File: src/rtl/instr_pkg.sv
// instr_pkg: instruction field positions, opcodes, ALU codes, decoded bundle and decode function
package instr_pkg;
  localparam int OPC_MSB = 31;
  localparam int OPC_LSB = 26;
  localparam int RD_MSB = 25;
  localparam int RD_LSB = 21;
  localparam int RS1_MSB = 20;
  localparam int RS1_LSB = 16;
  localparam int RS2_MSB = 15;
  localparam int RS2_LSB = 11;
  localparam int IMM_MSB = 15;
  localparam int FN_MSB = 3;
  localparam logic [5:0] OPC_ALU = 6'h01;
  localparam logic [5:0] OPC_ALUI = 6'h02;
  localparam logic [5:0] OPC_LOAD = 6'h03;
  localparam logic [5:0] OPC_STORE = 6'h04;
  localparam logic [5:0] OPC_BRANCH = 6'h05;
  localparam logic [5:0] OPC_HALT = 6'h08;
  localparam logic [3:0] ALU_NONE = 4'h0;
  localparam logic [3:0] ALU_ADD = 4'h1;
  typedef enum logic [1:0] {ST_RUN, ST_HALT_DRAIN, ST_HALTED} state_t;
  typedef struct packed {
    logic [5:0] opcode;
    logic [4:0] rd;
    logic [4:0] rs1;
    logic [4:0] rs2;
    logic [31:0] imm;
    logic [3:0] alu_op;
    logic is_load;
    logic is_store;
    logic is_branch;
    logic illegal;
  } dec_t;
  localparam int DEC_W = $bits(dec_t);
  // Register-register ALU ops take their function code from the low funct bits.
  function automatic dec_t decode(input logic [31:0] i);
    dec_t d;
    d.opcode = i[OPC_MSB:OPC_LSB];
    d.rd = i[RD_MSB:RD_LSB];
    d.rs1 = i[RS1_MSB:RS1_LSB];
    d.rs2 = i[RS2_MSB:RS2_LSB];
    d.imm = {{16{i[IMM_MSB]}}, i[IMM_MSB:0]};
    d.illegal = !(d.opcode inside {OPC_ALU, OPC_ALUI, OPC_LOAD, OPC_STORE, OPC_BRANCH, OPC_HALT});
    d.alu_op = d.opcode == OPC_ALU ? i[FN_MSB:0] : d.opcode == OPC_ALUI ? ALU_ADD : ALU_NONE;
    d.is_load = d.opcode == OPC_LOAD;
    d.is_store = d.opcode == OPC_STORE;
    d.is_branch = d.opcode == OPC_BRANCH;
    return d;
  endfunction
endpackage

File: src/rtl/decode_skid_buf.sv
// decode_skid_buf: generic 2-entry valid/ready skid buffer with registered in_ready
module decode_skid_buf #(
  parameter int W = 8
) (
  input  logic         clk,
  input  logic         reset,
  input  logic         in_valid,
  output logic         in_ready,
  input  logic [W-1:0] in_data,
  output logic         out_valid,
  input  logic         out_ready,
  output logic [W-1:0] out_data,
  output logic         empty
);
  logic skid_v;
  logic [W-1:0] skid_d;
  logic in_fire;
  assign in_ready = !skid_v;
  assign in_fire = in_valid & in_ready;
  assign empty = !out_valid & !skid_v;
  // Skid only fills while the output register is stalled, so it is always older-than-input.
  always_ff @(posedge clk) begin
    if (reset) begin
      out_valid <= 1'b0;
      skid_v <= 1'b0;
      out_data <= '0;
      skid_d <= '0;
    end else if (!out_valid || out_ready) begin
      if (skid_v) begin
        out_data <= skid_d;
        skid_v <= 1'b0;
        out_valid <= 1'b1;
      end else begin
        out_valid <= in_fire;
        if (in_fire) out_data <= in_data;
      end
    end else if (in_fire) begin
      skid_d <= in_data;
      skid_v <= 1'b1;
    end
  end
endmodule

File: src/rtl/instr_decode_stage.sv
// instr_decode_stage: decode stage with skid-buffered output and HALT FSM; DEC_PERF_CNT_EN adds perf counters
module instr_decode_stage
  import instr_pkg::*;
#(
  parameter int PC_W = 8,
  parameter int INSTR_W = 32
`ifdef DEC_PERF_CNT_EN
  , parameter int CNT_W = 16
`endif
) (
  input  logic               clk,
  input  logic               reset,
  input  logic               in_valid,
  output logic               in_ready,
  input  logic [INSTR_W-1:0] in_instr,
  input  logic [PC_W-1:0]    in_pc,
  input  logic               resume,
  output logic               out_valid,
  input  logic               out_ready,
  output logic [PC_W-1:0]    out_pc,
  output logic [5:0]         out_opcode,
  output logic [4:0]         out_rd,
  output logic [4:0]         out_rs1,
  output logic [4:0]         out_rs2,
  output logic [31:0]        out_imm,
  output logic [3:0]         out_alu_op,
  output logic               out_is_load,
  output logic               out_is_store,
  output logic               out_is_branch,
  output logic               out_illegal,
  output logic               halted
`ifdef DEC_PERF_CNT_EN
  , output logic [CNT_W-1:0] perf_decoded
  , output logic [CNT_W-1:0] perf_illegal
`endif
);
  state_t state, state_n;
  dec_t d, ob;
  logic buf_ready, buf_empty, run, in_fire;
  logic [PC_W+DEC_W-1:0] buf_out;
  assign d = decode(in_instr);
  assign run = state == ST_RUN;
  assign in_ready = buf_ready & run;
  assign in_fire = in_valid & in_ready;
  assign halted = state == ST_HALTED;
  decode_skid_buf #(.W(PC_W + DEC_W)) u_buf (
    .clk(clk),
    .reset(reset),
    .in_valid(in_valid & run),
    .in_ready(buf_ready),
    .in_data({in_pc, d}),
    .out_valid(out_valid),
    .out_ready(out_ready),
    .out_data(buf_out),
    .empty(buf_empty)
  );
  assign {out_pc, ob} = buf_out;
  assign out_opcode = ob.opcode;
  assign out_rd = ob.rd;
  assign out_rs1 = ob.rs1;
  assign out_rs2 = ob.rs2;
  assign out_imm = ob.imm;
  assign out_alu_op = ob.alu_op;
  assign out_is_load = ob.is_load;
  assign out_is_store = ob.is_store;
  assign out_is_branch = ob.is_branch;
  assign out_illegal = ob.illegal;
  always_ff @(posedge clk) begin
    state <= reset ? ST_RUN : state_n;
  end
  always_comb begin
    state_n = state;
    state_n = (run && in_fire && d.opcode == OPC_HALT) ? ST_HALT_DRAIN :
              (state == ST_HALT_DRAIN && buf_empty) ? ST_HALTED :
              (halted && resume) ? ST_RUN : state;
  end
`ifdef DEC_PERF_CNT_EN
  logic out_fire;
  assign out_fire = out_valid & out_ready;
  always_ff @(posedge clk) begin
    if (reset) begin
      perf_decoded <= '0;
      perf_illegal <= '0;
    end else if (out_fire) begin
      perf_decoded <= perf_decoded + {{(CNT_W-1){1'b0}}, ~&perf_decoded};
      perf_illegal <= perf_illegal + {{(CNT_W-1){1'b0}}, out_illegal & ~&perf_illegal};
    end
  end
`endif
endmodule

File: config.mk
export PLATFORM = sky130hd
export DESIGN_NAME = instr_decode_stage
export DESIGN_NICKNAME = d
export VERILOG_FILES = /design/src/rtl/instr_pkg.sv /design/src/rtl/decode_skid_buf.sv /design/src/rtl/instr_decode_stage.sv
export SDC_FILE = /design/constraint.sdc
export NUM_CORES = 1
export LEC_CHECK = 0
export CORE_UTILIZATION = 48
export DETAILED_ROUTE_END_ITERATION = 6
export PLACE_DENSITY = 0.8
export SLEW_MARGIN = 10
export SYNTH_ARGS = -nofsm -noshare
export SYNTH_HDL_FRONTEND = slang
export SYNTH_SLANG_ARGS = --single-unit
File: constraint.sdc
create_clock -name clk -period 2.55 [get_ports clk]
set_clock_uncertainty 0.15 [all_clocks]
set_input_delay 0.51 -clock clk [delete_from_list [all_inputs] [get_ports clk]]
set_output_delay 0.51 -clock clk [all_outputs]
set_load 0.02 [all_outputs]
==> metrics <==
status=finished clean; top post-synthesis cells by area=dfxtp_1 48%, mux2i_1 9.8%, a211oi_1 8.1%; Die ar.=~9100 sq um; CTS root buffer=clkbuf_8; pre-CTS WS=between 0.002 and 0.0025 ns; Total Nets Final=616; Crit path buffers/inverters=1; DIE HEIGHT=between 90 and 100 um; slowest stage delay, CP=0.71 ns; Max Root-Sink Buffers=2; CTS Sinks=100; H-tree depth=3; RR Startpoint=u_buf.skid_v$_SDFFE_PP0P_; Tmin final=2.352 ns; Post-CTS Setup Bufs=0; Final Cycle Share=0.9222; Placed Instance Area=5343 sq um; CTS buffer count=9; fin. max-slew vios=0; routed wire length=9275 um; met2 usage=0.3583; slowest library cell on the worst path=clkdlybuf4s50_1; area leader, netlist=dfxtp_1; total track usage=0.2099; ys async rst share=0; FMAX=roughly 430 MHz; global-route wire length before repair=between 10000 and 15000 um; syn avg cell area=between 8 and 9 sq um; 1st-iter DRT viols=around 140; largest net degree at the start of global routing=55; worst reg2reg path depth=5; crit path capture type=output port; cells along the critical path=clkdlybuf4s50_1; synthesized cell area=about 4200 sq um; total negative setup slack=0 ns; top_reg_cell synth=dfxtp_1; Hold Path Class=flop to flop; cts repair resizes=0; Synth Register Bits=100; number of diodes=0; count of different cell masters after synthesis=30; Core Area=slightly above 8000 sq um; count leader, synth=dfxtp_1; Seq/Total Area, Yosys=0.4795; routed vias=approximately 3600; DRC errors left=0; Finished Cell Area=5525 sq um; GRT Residual Overflow=0; Avg Vias per Cell=5.282; Register Area=approximately 2000 sq um; GR Layer Usage met3=0.04147; number of port buffers=~120; number of antenna violations at the first check in global routing=0; register-to-register setup slack=approximately 0.52 ns; Critical R2R Capture=u_buf.out_data[6]$_SDFFE_PP0P_; hold_buf cts=0; worst hold slack=~0.31 ns; net count after synthesis=533; register clock-pin slew on the reported worst setup and hold paths=~0.090 ns; post-synthesis mux area share=0.09829; Hold Vio Cnt, Final=0; number of synthesized flops with an enable pin=0; final worst slack=~0.2 ns; Pwr Density=between 500 and 600 nW/um^2; I/O pin count=around 120; leak pwr=1.860 nW; drt first pass iters=4; CP delay by family, top=buffers and inverters; final setup fails=0; CP startpoint kind=flop; area of the multi-input gates=about 1900 sq um; peak supply drop=approximately 0.00033 V; DR WL/cell=between 10 and 15 um; Mapped Cells=just under 500; filler instances=669; effective utilization at floorplan=0.5031; worst skew pair latency=roughly 0.35 ns; Commonest cells post-synth=100 x dfxtp_1, 89 x nand2_1, 53 x nor2_1; DRT antenna net count=0; Hold Path Depth=2; number of global-route vias before repair=3328; HPWL after detailed placement=approximately 6300 um; CTS tree=built; Max-slew headroom=0.4600; Yosys top cell area share=0.4795; post-synthesis compound-gate area fraction=0.1612; Ys Warns=0; Post-Synth Adder-Cell Area=0; routability congestion estimate=around 0.8; Critical Path End=out_imm[28]; Layout Area Growth over Synthesis=32.33%; Worst path depth=1; worst setup path start=u_buf.out_data[44]$_SDFFE_PP0P_; width of the die=approximately 95 um; Max Cap Viol=0; RSZ-0062 raised after global routing=no; met1 Track Usage GR=0.2621; Critical Path RT=1.89 ns; critical path arrival=about 1.7 ns; crit-path max FO=19; layer with the highest usage=met2; largest family of logic cells by synthesized area=simple AND/OR/NAND/NOR gates; row count=33; layout cells sized above 1=0.06609; Post-Synth XOR/XNOR Area=0; worst setup path category=flop to output port; area share of and/or/nand/nor cells after synthesis=0.1822; Slew @ Worst Pin=between 0.8 and 0.9 ns
through the flow:
| step | power (mW) | std cells | util |
|---|---|---|---|
| after CTS | 3.343 | 680 | 0.6658 |
| after floorplan | 2.094 | 488 | - |
| final | 3.315 | 680 | 0.6658 |
| after detailed placement | 2.392 | 665 | 0.6438 |
| after global placement | 2.376 | 665 | 0.6438 |
| after global routing | 3.472 | 680 | 0.6658 |
worst min-delay path by stage:
| stage | start | to |
|---|---|---|
| after global routing | reset | u_buf.skid_d[44]$_SDFFE_PP0P_ |
| after floorplan | u_buf.skid_d[5]$_SDFFE_PP0P_ | u_buf.skid_d[5]$_SDFFE_PP0P_ |
| after detailed placement | u_buf.skid_d[1]$_SDFFE_PP0P_ | u_buf.skid_d[1]$_SDFFE_PP0P_ |
| after CTS | reset | u_buf.out_data[15]$_SDFFE_PP0P_ |
| after global placement | u_buf.skid_d[5]$_SDFFE_PP0P_ | u_buf.skid_d[5]$_SDFFE_PP0P_ |
| final | u_buf.skid_d[44]$_SDFFE_PP0P_ | u_buf.skid_d[44]$_SDFFE_PP0P_ |
power by group:
| part | internal (mW) | total, mW | switching (mW) |
|---|---|---|---|
| Clock | 0.450 | 0.961 | 0.511 |
| Sequential | 1.64 | 1.69 | 0.0500 |
| Combinational | 0.323 | 0.660 | 0.337 |
cells by family after synthesis:
logic type      Yosys count
simple gates            177
compound gates          107
flops                   100
buf+inv                  63
mux                      41
state kept, by name, indices dropped and copies added (netlist names):
signal and cells:
state 2, u_buf.out_data 48, u_buf.out_valid 1, u_buf.skid_d 48, u_buf.skid_v 1
routing by layer:
layer  routed length, um  up-vias
met3                 532       12
met4                 150        0
met5                   0        -
met1                4227     1651
met2                4364      106
li1                    -     1823
layout make-up:
cell class | count | area share
Timing Repair Buffer | 134 | 0.2432
Tap cell | 105 | 0.02378
Sequential cell | 100 | 0.3630
Multi-Input combinational cell | 325 | 0.3363
Clock inverter | 4 | 0.009284
Inverter | 1 | 0.0006793
Clock buffer | 11 | 0.02378
layout by cell type, fill, tap and decap left out, drive strengths merged:
| master | n |
|---|---|
| a211oi | 45 |
| a21oi | 52 |
| a221oi | 3 |
| a311oi | 2 |
| buf | 19 |
| bufinv | 1 |
| clkbuf | 11 |
| clkdlybuf4s50 | 115 |
| clkinv | 2 |
| clkinvlp | 1 |
| dfxtp | 100 |
| inv | 1 |
| mux2i | 41 |
| nand2 | 89 |
| nand2b | 4 |
| nand3 | 3 |
| nand3b | 2 |
| nor2 | 53 |
| nor2b | 1 |
| nor3 | 13 |
| nor3b | 2 |
| nor4 | 2 |
| nor4b | 1 |
| o21a | 1 |
| o21ai | 3 |
| o32ai | 1 |
| or3 | 3 |
| or3b | 1 |
| or4 | 2 |
| or4b | 1 |
No activity file was read; power rests on OpenSTA's default activity.
